`config.mk`:
```
export PLATFORM = sky130hd
export DESIGN_NAME = demux1to2_32bit_reg
export DESIGN_NICKNAME = d
export VERILOG_FILES = /design/src/rtl/demux1to2_32bit_reg.sv
export SDC_FILE = /design/constraint.sdc
export NUM_CORES = 1
export LEC_CHECK = 0
export ABC_AREA = 1
export ABC_CLOCK_PERIOD_IN_PS = 1200
export CAP_MARGIN = 20
export CORE_MARGIN = 2
export CORE_UTILIZATION = 35
export DETAILED_ROUTE_END_ITERATION = 6
export PLACE_DENSITY = 0.64
export SLEW_MARGIN = 5
export SYNTH_ARGS = -nofsm -noshare
export SYNTH_HDL_FRONTEND = slang
export SYNTH_SLANG_ARGS = --single-unit
export TNS_END_PERCENT = 50
```
`constraint.sdc`:
```
create_clock -name Clk -period 1.2 [get_ports Clk]
set_input_delay 0.18 -clock Clk [delete_from_list [all_inputs] [get_ports Clk]]
set_output_delay 0.18 -clock Clk [all_outputs]
set_load 0.05 [all_outputs]
```
`src/rtl/demux1to2_32bit_reg.sv`:
```
// rtl/demux1to2_32bit_reg.sv - registered 1:2 demux with per-side valid/ready and delivered-word counters
// Define DEMUX1TO2_COUNT_EN to build the Count_A/Count_B counters; otherwise they read constant 0.
module demux1to2_32bit_reg #(
    parameter int WIDTH = 32,
    parameter int CNT_W = 8
) (
    input  logic             Clk,
    input  logic             Reset,
    input  logic             In_Valid,
    output logic             In_Ready,
    input  logic             Sel,
    input  logic [WIDTH-1:0] In,
    output logic             A_Valid,
    input  logic             A_Ready,
    output logic [WIDTH-1:0] A,
    output logic             B_Valid,
    input  logic             B_Ready,
    output logic [WIDTH-1:0] B,
    output logic [CNT_W-1:0] Count_A,
    output logic [CNT_W-1:0] Count_B
);

    typedef enum logic {
        EMPTY = 1'b0,
        FULL  = 1'b1
    } slot_state_e;

    slot_state_e      a_state_q, a_state_d;
    slot_state_e      b_state_q, b_state_d;
    logic [WIDTH-1:0] a_q, a_d;
    logic [WIDTH-1:0] b_q, b_d;
    logic             load_a, load_b;
    logic             drain_a, drain_b;

    always_ff @(posedge Clk) begin
        if (Reset) begin
            a_state_q <= EMPTY;
            b_state_q <= EMPTY;
            a_q       <= '0;
            b_q       <= '0;
        end else begin
            a_state_q <= a_state_d;
            b_state_q <= b_state_d;
            a_q       <= a_d;
            b_q       <= b_d;
        end
    end

    // Each side may accept a new word in the same cycle it drains, so streaming has no bubble.
    always_comb begin
        a_state_d = a_state_q;
        b_state_d = b_state_q;
        a_d       = load_a ? In : a_q;
        b_d       = load_b ? In : b_q;
        case (a_state_q)
            EMPTY:   if (load_a) a_state_d = FULL;
            FULL:    if (drain_a && !load_a) a_state_d = EMPTY;
            default: a_state_d = EMPTY;
        endcase
        case (b_state_q)
            EMPTY:   if (load_b) b_state_d = FULL;
            FULL:    if (drain_b && !load_b) b_state_d = EMPTY;
            default: b_state_d = EMPTY;
        endcase
    end

    always_comb begin
        A_Valid  = (a_state_q == FULL);
        B_Valid  = (b_state_q == FULL);
        A        = a_q;
        B        = b_q;
        drain_a  = A_Valid && A_Ready;
        drain_b  = B_Valid && B_Ready;
        // Readiness looks only at the selected side, so a stalled consumer never blocks the other.
        In_Ready = Sel ? (!B_Valid || B_Ready) : (!A_Valid || A_Ready);
        load_a   = In_Valid && In_Ready && !Sel;
        load_b   = In_Valid && In_Ready && Sel;
    end

`ifdef DEMUX1TO2_COUNT_EN
    logic [CNT_W-1:0] count_a_q, count_a_d;
    logic [CNT_W-1:0] count_b_q, count_b_d;

    always_ff @(posedge Clk) begin
        if (Reset) begin
            count_a_q <= '0;
            count_b_q <= '0;
        end else begin
            count_a_q <= count_a_d;
            count_b_q <= count_b_d;
        end
    end

    always_comb begin
        count_a_d = drain_a ? count_a_q + 1'b1 : count_a_q;
        count_b_d = drain_b ? count_b_q + 1'b1 : count_b_q;
        Count_A   = count_a_q;
        Count_B   = count_b_q;
    end
`else
    assign Count_A = '0;
    assign Count_B = '0;
`endif

endmodule

```
==> summary.md, run 1 <==
| Metric | Value |
|---|---|
| Vias/cell | 4.283 |
| CP startpoint kind | register |
| Ys Warns | 0 |
| First-pass detailed-route iteration total | 4 |
| Mux contribution to synthesized area | 0% |
| Post-layout power | 6.337 mW |
| Clock tree buffer depth | 2 |
| RR Endpoint | A[22] |
| FF-to-FF path depth | 8 |
| Crit path to | In_Ready |
| Most area-consuming cells after synthesis | dfxtp_1, inv_1, nand2_1 |
| Commonest non-fill, non-tap cells in the layout | inv_1, nand2_1, buf_12 |
| CTS tree | done |
| Initial antenna violation count | 0 |
| Final min period | 1.315 ns |
| Antenna viol nets, final | 0 |
| Largest net degree at the start of global routing | 36 |
| RR Startpoint | A_Valid |
| Xor/xnor cell area share of the yosys netlist | 0% |
| IO buf count | 104 |
| Die area | 10730 um2 |
| Vias in the first global route | 3298 |
| CP Max Fanout | 2 |
| Drt wl/cell | 11.67 um |
| Cts bufs inserted | 9 |
| Detailed-route via count | 3405 |
| Final Max Tran Viols | 0 |
| Place WS | -0.2860 ns |
| PwrDens | 1127 nW/um2 |
| Crit path capture type | output pin |
| H-tree depth | 3 |
| Leading area contributor after synthesis | dfxtp_1 |
| Initial Util | 35.84% |
| Origin of the worst setup path | A_Valid |
| Area delta synth->final | 62.00% |
| Setup ws final | -0.1155 ns |
| HP Class | input port to register |
| Leakage | 2.918 nW |
| Max VDD drop | 0.5404 mV |
| Outcome | finished with violations |
| FMAX | 760.2 MHz |
| Synth cell types | 17 |
| Critical path arrival | 1.14 ns |
| Placer Congestion | 0.8222 |
| Final wirelength | 9.277 mm |
| Seq. cell area | 1326 um2 |
| Adder-Cell Fraction of Synth Area | 0% |
| Final Util | 58.06% |
| First-pass GRT wire length | 15.15 mm |
| Total of max-cap violations | 0 |
| CTS Sinks | 66 |
| Unrepaired setup endpoints after global routing | true |
| Filler cells | 870 |
| Simple-Gate Fraction of Synth Area | 33.99% |
| Compound-gate portion of the synthesized area | 0.1802% |
| Core area | 9684 um2 |
| Synth top area share | 38.07% |
| Clk Tree Root Cell | clkbuf_8 |
| Die span in y | 103.6 um |
| Clk_skew | 0.01120 ns |
| Mapped cell area | 3471 um2 |
| Clk slew on worst S/H paths | 0.08 ns |
| Setup Viol. Count Final | 21 |
| Post-DP HPWL | 6.759 mm |
| DRC Markers | 0 |
| Mapped Cells | 548 |
| Multi-input combinational cell area | 1319 um2 |
| Final cycle utilization of the critical path | 109.6% |
| Iter 0 DRT Violations | 124 |
| Syn Area/Cell | 6.334 um2 |
| Commonest non-fill, non-tap cell in the layout | inv_1 |
| Failing checks | negative setup slack |
| FF+latch count, synth | 66 |
| Gr ovfl total | 0 |
| Final Net Count | 695 |
| Die Span X | 103.6 um |
| IO Count | 121 |
| Tot GR Track Use | 17.28% |
| Flop2flop setup slack | -0.03 ns |
| CP Class | register to output pin |
| CP Data Required Time | 1.02 ns |
| Register area share after synthesis | 38.07% |
| Diode count | 0 |
| Worst skew pair latency | 0.34 ns |
| Layout cells sized above 1 | 21.45% |
| # rows | 36 |
| Main combinational cell family by area after synthesis | simple AND/OR/NAND/NOR gates |
| Final count of hold timing violations | 0 |
-- logic make-up (layout without fill, tap and decap cells) --
logic type	after synthesis	count (layout)
other cells	1	16
compound gates	1	1
flops	66	66
buf+inv	215	314
simple gates	265	265
-- timing repair --
action | in CTS | in global routing
buffers inserted | 2 | 2
hold buffers | 0 | 0
endpoints found under the setup margin | 1 | 14
pin swaps | 1 | 26
resized for setup | 7 | 21
cloned | 0 | 1
-- synthesized netlist by cell type --
master	count
dfxtp_1	66
buf_1	3
nand2_1	132
nor2_1	65
nand3_2	1
nand3_4	1
clkbuf_1	4
conb_1	1
inv_2	1
buf_4	24
a31oi_1	1
nand2_2	2
buf_2	12
buf_6	6
inv_4	1
inv_1	164
nand4_1	64
-- critical path, stage by stage (launching register included) --
cell	delay, ns
dfxtp_4	0.36
nand2_4	0.07
nor2_4	0.04
a31oi_4	0.17
buf_12	0.16
-- through the flow --
stage	hold slack, ns	setup TNS (ns)	instance area [um2]	instances
3_5_place_dp	0.5345	-16.99	5339	775
4_1_cts	0.2857	-0.1356	5538	793
6_report	0.2991	-0.2997	5623	795
5_1_grt	0.3234	-3.015	5623	795
3_3_place_gp	0.5351	-14.49	5339	775
2_1_floorplan	0.4160	-0.1736	3545	563
-- worst min path at each step --
stage | from | slack [ns] | end | depth (start not counted)
3_3_place_gp | A[8] | 0.54 | A[8] | 4
4_1_cts | In_Valid | 0.29 | A[13] | 4
2_1_floorplan | In[10] | 0.42 | A[10] | 4
6_report | In_Valid | 0.30 | A[13] | 4
5_1_grt | In_Valid | 0.32 | B[13] | 4
3_5_place_dp | A[3] | 0.53 | A[3] | 4
-- area by class of cell --
class,instances,share of cell area (%)
repair buffers,132,35.83
clock inverters,5,0.5340
multi-input cells,282,23.45
well taps,133,2.960
flip-flops and latches,66,23.59
clock buffers,11,2.514
inverters,166,11.13
-- power breakdown --
group          internal [mW]  switching, mW  leakage (nW)
Combinational          0.959           1.20          2.29
Clock                  0.796          0.861        0.0851
Sequential              2.35          0.171         0.546
-- registers in the layout, indices dropped and copies added (netlist names) --
signal,count
B_Valid,1
A_Valid,1
B,32
A,32
-- per-layer routing --
| layer | share of wire [%] | GRT usage (%) | up-vias |
|---|---|---|---|
| met5 | 0 | 0 | - |
| met4 | 2.0 | 7.529 | 0 |
| met3 | 5.0 | 4.279 | 14 |
| met2 | 48 | 28.71 | 121 |
| met1 | 45 | 21.26 | 1497 |
| li1 | - | - | 1773 |
Power figures use the tool's default switching activity.
==> run 2: changes to the inputs <==
--- a/config.mk
+++ b/config.mk
@@ -5,13 +5,11 @@
 export SDC_FILE = /design/constraint.sdc
 export NUM_CORES = 1
 export LEC_CHECK = 0
-export ABC_AREA = 1
 export ABC_CLOCK_PERIOD_IN_PS = 1200
 export CAP_MARGIN = 20
-export CORE_MARGIN = 2
 export CORE_UTILIZATION = 35
 export DETAILED_ROUTE_END_ITERATION = 6
-export PLACE_DENSITY = 0.64
+export PLACE_DENSITY = 0.67
 export SLEW_MARGIN = 5
 export SYNTH_ARGS = -nofsm -noshare
 export SYNTH_HDL_FRONTEND = slang
==> run 2 against run 1 <==
  * The run still ends with negative setup slack left
  * Hold slack lost 0.12 ns
  * Total power shrank 11%
  * Non-clock buffer count is 9 lower
  * First-iteration DRC count shrank 60%
  * Clock power hardly changed
  * Fmax decreased by 3.1%
  * Clock skew down 0.0067 ns
==> summary.md, run 2 <==
| Metric | Value |
|---|---|
| Outcome | finished with violations |
| Failing checks | negative setup slack |
| Cts bufs inserted | 9 (unchanged) |
| Final Net Count | 423 (-39%) |
| Max VDD drop | 0.8922 mV (+65%) |
| Die area | 8632 um2 (-20%) |
| Die Span X | 92.91 um (-10%) |
| # rows | 32 (-11%) |
| Filler cells | 623 (-28%) |
| EDFF count, synth | 0 (unchanged) |
| Crit path buf inv count | 1 (unchanged) |
| Xor/xnor cell area share of the yosys netlist | 0% (unchanged) |
| Mapped Cells | 269 (-51%) |
| Register area share after synthesis | 45.67% (+7.6 points) |
| FMAX | 736.3 MHz (-3.1%) |
| RR Startpoint | A_Valid |
| Detailed-route via count | 2120 (-38%) |
| Placer Congestion | 0.7097 (-14%) |
| Final Max Tran Viols | 0 (unchanged) |
| PwrDens | 1127 nW/um2 (about the same) |
| Hold Path End | B_Valid |
| Slowest stage delay, CP | 0.36 ns (about the same) |
| Place WS | -0.2657 ns (+0.02034 ns) |
| CP startpoint kind | register |
| Mapped cell area | 2893 um2 (-17%) |
| HP Class | input port to register |
| Clk slew on worst S/H paths | 0.07 ns (about the same) |
| Met3 Track Usage GR | 7.964% (+3.7 points) |
| Main combinational cell family by area after synthesis | simple AND/OR/NAND/NOR gates |
| FF-to-FF path depth | 6 (-2) |
| CP Max Fanout | 2 (unchanged) |
| Met2 Use GR | 26.35% (-2.4 points) |
| Critical path arrival | 1.18 ns (+0.04 ns) |
| Tot GR Track Use | 15.55% (-1.7 points) |
| Setup TNS | -0.3143 ns (-0.01463 ns) |
| CP max-delay cell | dfxtp_4 |
| Diode count | 0 (unchanged) |
| IO buf count | 104 (unchanged) |
| Adder-Cell Fraction of Synth Area | 0% (unchanged) |
| RR Endpoint | A[15] |
| Die span in y | 92.91 um (-10%) |
| Min-Delay Path Depth | 3 (-1) |
| Crit path capture type | output pin |
| Final min period | 1.358 ns (+0.04262 ns) |
| Commonest non-fill, non-tap cell in the layout | nand2b_1 |
| CTS tree | done |
| First-pass GRT wire length | 10.35 mm (-32%) |
| DRC Markers | 0 (unchanged) |
| Final count of hold timing violations | 0 (unchanged) |
| CTS Sinks | 66 (unchanged) |
| Hold path startpoint | B_Ready |
| Area delta synth->final | 72.32% |
| Synth top area share | 45.67% (+7.6 points) |
| Post-DP HPWL | 4.575 mm (-32%) |
| First-pass detailed-route iteration total | 4 (unchanged) |
| Most frequent cell after synthesis | nand2b_1 |
| Global route hottest layer | met2 |
| Initial Util | 36.86% (+1.0 points) |
| Main synth FF type | dfxtp_1 |
| Crit path max-delay family | flip-flops |
| Clk Tree Root Cell | clkbuf_8 |
| Iter 0 DRT Violations | 49 (-60%) |
| Layout cells sized above 1 | 28.02% (+6.6 points) |
| Flop2flop setup slack | -0.03 ns (about the same) |
| Worst skew pair latency | 0.33 ns (about the same) |
| Final cycle utilization of the critical path | 113.2% (+3.6 points) |
| Syn Area/Cell | 10.75 um2 (+70%) |
| Synth cell count leaders | nand2b_1, dfxtp_1, mux2i_1 |
| Sequence of cells on the critical path | nand2b_4 > mux2_4 > buf_8 |
| IO Count | 121 (unchanged) |
| Clk_skew | 0.004481 ns (-0.006715 ns) |
| Total of max-cap violations | 0 (unchanged) |
| Ys Warns | 0 (unchanged) |
| Setup ws final | -0.1581 ns (-0.04262 ns) |
| CP Class | register to output pin |
| H-tree depth | 3 (unchanged) |
| Drt wl/cell | 13.61 um (+17%) |
| Commonest non-fill, non-tap cells in the layout | nand2b_1, buf_12, dfxtp_1, mux2i_1, clkdlybuf4s50_1 |
| Simple-Gate Fraction of Synth Area | 23.01% (-11 points) |
| Clock tree buffer depth | 2 (unchanged) |
| Vias in the first global route | 2084 (-37%) |
| Final wirelength | 6.683 mm (-28%) |
| Leading area contributor after synthesis | dfxtp_1 |
| Gr ovfl total | 0 (unchanged) |
| Initial antenna violation count | 0 (unchanged) |
| Ys async rst share | 0% (unchanged) |
| FF+latch count, synth | 66 (unchanged) |
| Mux contribution to synthesized area | 22.53% (+23 points) |
| Largest net degree at the start of global routing | 99 (+180%) |
| Synth cell types | 16 (-1) |
| Most area-consuming cells after synthesis | dfxtp_1, mux2i_1, nand2b_1 |
| Unrepaired setup endpoints after global routing | true |
| GR Util met1 | 17.30% (-4.0 points) |
| Leakage | 2.121 nW (-27%) |
| Antenna viol nets, final | 0 (unchanged) |
| Vias/cell | 4.318 (+0.81%) |
| Setup Viol. Count Final | 11 (-48%) |
| CP Data Required Time | 1.02 ns (about the same) |
| Compound-gate portion of the synthesized area | 0.3460% (+0.17 points) |
| Core area | 7848 um2 (-19%) |
## run 2: changes by cell type after synthesis, moves of 4 or more
cell      delta
buf_2        -8
buf_4        -7
buf_6        -4
clkbuf_1     +4
inv_1      -164
mux2i_1     +64
nand2_1    -132
nand2b_1    +96
nand4_1     -64
nor2_1      -65
## run 2: cell families (layout without fill, tap and decap cells)
logic type / Yosys count / after routing
flip-flops: 66 / 66
other: 1 / 16
buffers and inverters: 33 / 138
AO/OA/AOI/OAI: 2 / 2
AND/OR/NAND/NOR: 102 / 102
multiplexers: 65 / 65
## run 2: worst max-delay path by stage
| stage | from | to | slack (ns) | depth (start not counted) |
|---|---|---|---|---|
| floorplan | B_Valid | B[21] | 0.01 | 5 |
| global placement | Sel | In_Ready | -0.25 | 3 |
| detailed placement | B_Ready | B[27] | -0.27 | 5 |
| CTS | A_Valid | In_Ready | -0.19 | 3 |
| global route | A_Valid | In_Ready | -0.21 | 3 |
| finish | A_Valid | In_Ready | -0.16 | 3 |
## run 2: final cells by class
type | count | area [um2] | area share (%)
repair buffers | 123 | 1958 | 39.28
flip-flops and latches | 66 | 1329 | 26.66
multi-input cells | 185 | 1400 | 28.09
clock inverters | 3 | 15.01 | 0.3012
clock buffers | 12 | 155.1 | 3.112
well taps | 102 | 127.6 | 2.560
## run 2: what timing repair did
action | in CTS | in global routing
gates resized for setup | 5 | 6
cloned | 0 | 2
setup endpoints to repair | 1 | 21
setup buffers | 3 | 4
pin swaps | 0 | 1
hold buffers | 0 | 0
## run 2: power by group
part | switching, mW | leakage [nW] | internal [mW]
Combinational | 0.780 | 1.49 | 0.768
Sequential | 0.122 | 0.541 | 2.31
Clock | 0.802 | 0.0920 | 0.842
Total | 1.70 | 2.12 | 3.92
## run 2: stage by stage
step                instance area, um2  total power [mW]  hold WS [ns]  utilization [%]  instances
CTS                               4887             5.667        0.3157            62.28        486
finish                            4985             5.619        0.1838            63.52        491
global placement                  4683             3.971        0.4950            59.68        468
global route                      4985             5.882        0.1950            63.52        491
detailed placement                4683             3.990        0.5015            59.68        468
floorplan                         2957             3.286        0.3557                -        284
## run 2: worst register-to-register path: cells and delay by family, from the launching register on
family,cells,cell delay [ns]
and+or+nand+nor,2,0.17
muxes,1,0.18
buffers and inverters,3,0.45
DFF,1,0.36
## run 2: layer usage
metal | vias up | part of all wire, %
met2 | 77 | 50
li1 | 1065 | -
met3 | 7 | 8.5
met4 | 0 | 0.79
met5 | - | 0
met1 | 971 | 41
==> run 3: changes to the inputs <==
--- a/config.mk
+++ b/config.mk
@@ -10,6 +10,7 @@
 export CORE_UTILIZATION = 35
 export DETAILED_ROUTE_END_ITERATION = 6
 export PLACE_DENSITY = 0.67
+export SETUP_SLACK_MARGIN = 0.2
 export SLEW_MARGIN = 5
 export SYNTH_ARGS = -nofsm -noshare
 export SYNTH_HDL_FRONTEND = slang
==> run 3 against run 2 <==
  * Critical path depth unchanged
  * Critical path type unchanged
  * Non-clock buffer count rose by 11
  * Sequential share of layout area decreased by 0.32 points
  * The flow still finishes with violations (negative setup slack)
  * Highest routed layer unchanged
  * First-iteration DRC count down 22%
  * Flip-flop and latch count stayed put
  * Die area unchanged
  * Clock-buffer cell count decreased by 3
  * Sequential power about the same
  * Total power is 0.61% higher
==> summary.md, run 3 (same netlist as run 2, synthesis figures left out) <==
| Metric | Value |
|---|---|
| Worst Hold Slack | 0.2441 ns (+0.06028 ns) |
| Die area | 8632 um2 (unchanged) |
| Flop2flop setup slack | -0.09 ns (-0.06 ns) |
| Sw power | 1.774 mW (+4.1%) |
| Setup TNS | -1.991 ns (-1.677 ns) |
| First-pass detailed-route iteration total | 4 (unchanged) |
| Core area | 7848 um2 (unchanged) |
| PwrDens | 1080 nW/um2 (-4.2%) |
| Crit path to | In_Ready |
| Commonest non-fill, non-tap cells in the layout | nand2b_1, buf_12, mux2i_1 |
| Initial antenna violation count | 0 (unchanged) |
| Int Pwr | 3.880 mW (-0.91%) |
| Failing checks | negative setup slack |
| Sequence of cells on the critical path | nand2b_4 > mux2_4 > buf_8 |
| DR WL met2 | 3.731 mm (+12%) |
| Wire length on met1 | 3.084 mm (+13%) |
| CP max-delay cell | dfxtp_4 |
| Sequential share of power | 43.2% (about the same) |
| DRC Markers | 0 (unchanged) |
| Logic pwr share | 29.3% (+1.8 points) |
| Layout cells sized above 1 | 40.50% (+12 points) |
| Final cycle utilization of the critical path | 112.1% (-1.1 points) |
| Setup Viol. Count Final | 36 (+25) |
| # rows | 32 (unchanged) |
| Sw Ratio | 31.38% (+1.1 points) |
| Setup ws final | -0.1450 ns (+0.01314 ns) |
| Vias in the first global route | 2292 (+10%) |
| Top Layer Used | met4 |
| Routed length on met3 | 549 um (-3.5%) |
| FMAX | 743.5 MHz (+0.98%) |
| Crit path capture type | output pin |
| Final min period | 1.345 ns (-0.01314 ns) |
| Max VDD drop | 0.6299 mV (-29%) |
| CP startpoint kind | register |
| Worst skew pair latency | 0.33 ns (about the same) |
| Clk Tree Root Cell | clkbuf_8 |
| Area delta synth->final | 80.97% |
| Largest net degree at the start of global routing | 50 (-49%) |
| CP Class | register to output pin |
| Antenna viol nets, final | 0 (unchanged) |
| Tot GR Track Use | 17.83% (+2.3 points) |
| Placed Cells | 466 (-0.43%) |
| IO Count | 121 (unchanged) |
| Vias/cell | 4.382 (+1.5%) |
| Cts bufs inserted | 9 (unchanged) |
| Seq. cell area | 1379 um2 (+3.8%) |
| Total of max-cap violations | 0 (unchanged) |
| Place WS | -0.2598 ns (+0.005855 ns) |
| Detailed-route via count | 2200 (+3.8%) |
| Die Span X | 92.91 um (unchanged) |
| Final wirelength | 7.514 mm (+12%) |
| Post-DP HPWL | 4.664 mm (+1.9%) |
| CP Data Required Time | 1.02 ns (about the same) |
| CTS tree | done |
| Outcome | finished with violations |
| H-tree depth | 3 (unchanged) |
| Final Non-Filler Cells | 502 (+2.2%) |
| Clk pwr share | 27.6% (-1.6 points) |
| Commonest non-fill, non-tap cell in the layout | nand2b_1 |
| Final Net Count | 434 (+2.6%) |
| CTS Sinks | 66 (unchanged) |
| IO buf count | 104 (unchanged) |
| Clk slew on worst S/H paths | 0.07 ns (about the same) |
| Leakage | 2.226 nW (+5.0%) |
| Diode count | 0 (unchanged) |
| CP Max Fanout | 2 (unchanged) |
| Gr ovfl total | 0 (unchanged) |
| Clk_skew | 0.008019 ns (+0.003538 ns) |
| First-pass GRT wire length | 11.67 mm (+13%) |
| Final count of hold timing violations | 0 (unchanged) |
| Die span in y | 92.91 um (unchanged) |
| RR Startpoint | B_Valid |
| Drt wl/cell | 14.97 um (+10%) |
| Clock tree buffer depth | 2 (unchanged) |
| Slowest stage delay, CP | 0.36 ns (about the same) |
| Placer Congestion | 0.6848 (-3.5%) |
| Origin of the worst setup path | A_Valid |
| FF-to-FF path depth | 6 (unchanged) |
| Iter 0 DRT Violations | 38 (-22%) |
| HP Class | input port to register |
| RR Endpoint | B[29] |
| Initial Util | 36.86% (unchanged) |
| Critical path arrival | 1.16 ns (-0.02 ns) |
| Final Max Tran Viols | 0 (unchanged) |
| Multi-input combinational cell area | 1414 um2 (+0.98%) |
| Unrepaired setup endpoints after global routing | true |
| Filler cells | 616 (-1.1%) |
run 3: cell count changes in the layout (fill, tap and decap cells not counted), sizes merged:
cell	change
inv	+1
buf	+11
clkinv	+1
clkinvlp	+1
dlygate4sd2	+1
dlymetal6s2s	-1
clkbuf	-3
run 3: layout make-up:
type                            instances  area share (%)
Multi-Input combinational cell        185           27.01
Sequential cell                        66           26.34
Clock buffer                            9           2.366
Timing Repair Buffer                  134           41.20
Clock inverter                          6          0.6453
Tap cell                              102           2.438
run 3: layer usage:
layer / vias to the layer above / global-route usage [%]
li1: 1095 / -
met1: 1010 / 20.64
met5: - / 0
met4: 0 / 6.667
met2: 83 / 30.76
met3: 12 / 5.337
run 3: what timing repair did:
action	CTS	global route
hold buffers	0	0
setup buffers	13	1
gates cloned	5	2
setup endpoints to repair	133	133
gates resized for setup	55	5
pin swaps	2	1
run 3: per-stage QoR:
stage | power, mW | util [%] | instance area, um2
floorplan | 3.292 | - | 2970
global placement | 3.973 | 59.65 | 4681
detailed placement | 3.992 | 59.65 | 4681
CTS | 5.677 | 65.75 | 5160
global route | 5.892 | 66.71 | 5235
finish | 5.654 | 66.71 | 5235
run 3: power by group through the flow:
| stage | sequential (mW) | combinational [mW] | clock [mW] |
|---|---|---|---|
| global placement | 2.48 | 1.50 | 0 |
| floorplan | 2.81 | 0.479 | 0 |
| CTS | 2.44 | 1.64 | 1.59 |
| global route | 2.46 | 1.72 | 1.71 |
| detailed placement | 2.48 | 1.51 | 0 |
| finish | 2.44 | 1.66 | 1.56 |
run 3: worst min path at each step:
stage | startpoint | endpoint | slack [ns] | depth (start not counted)
after floorplan | In[12] | A[12] | 0.36 | 2
after global placement | B[23] | B[23] | 0.49 | 2
after detailed placement | A[9] | A[9] | 0.50 | 2
after CTS | Reset | A[14] | 0.24 | 3
after global routing | Reset | B[14] | 0.29 | 3
final | Reset | B[14] | 0.24 | 3
run 3: critical path: cells and delay by family, from the launching register on:
kind                   cells  cell delay, ns
AND/OR/NAND/NOR            1            0.05
flip-flops                 1            0.36
multiplexers               1            0.27
buffers and inverters      1            0.15
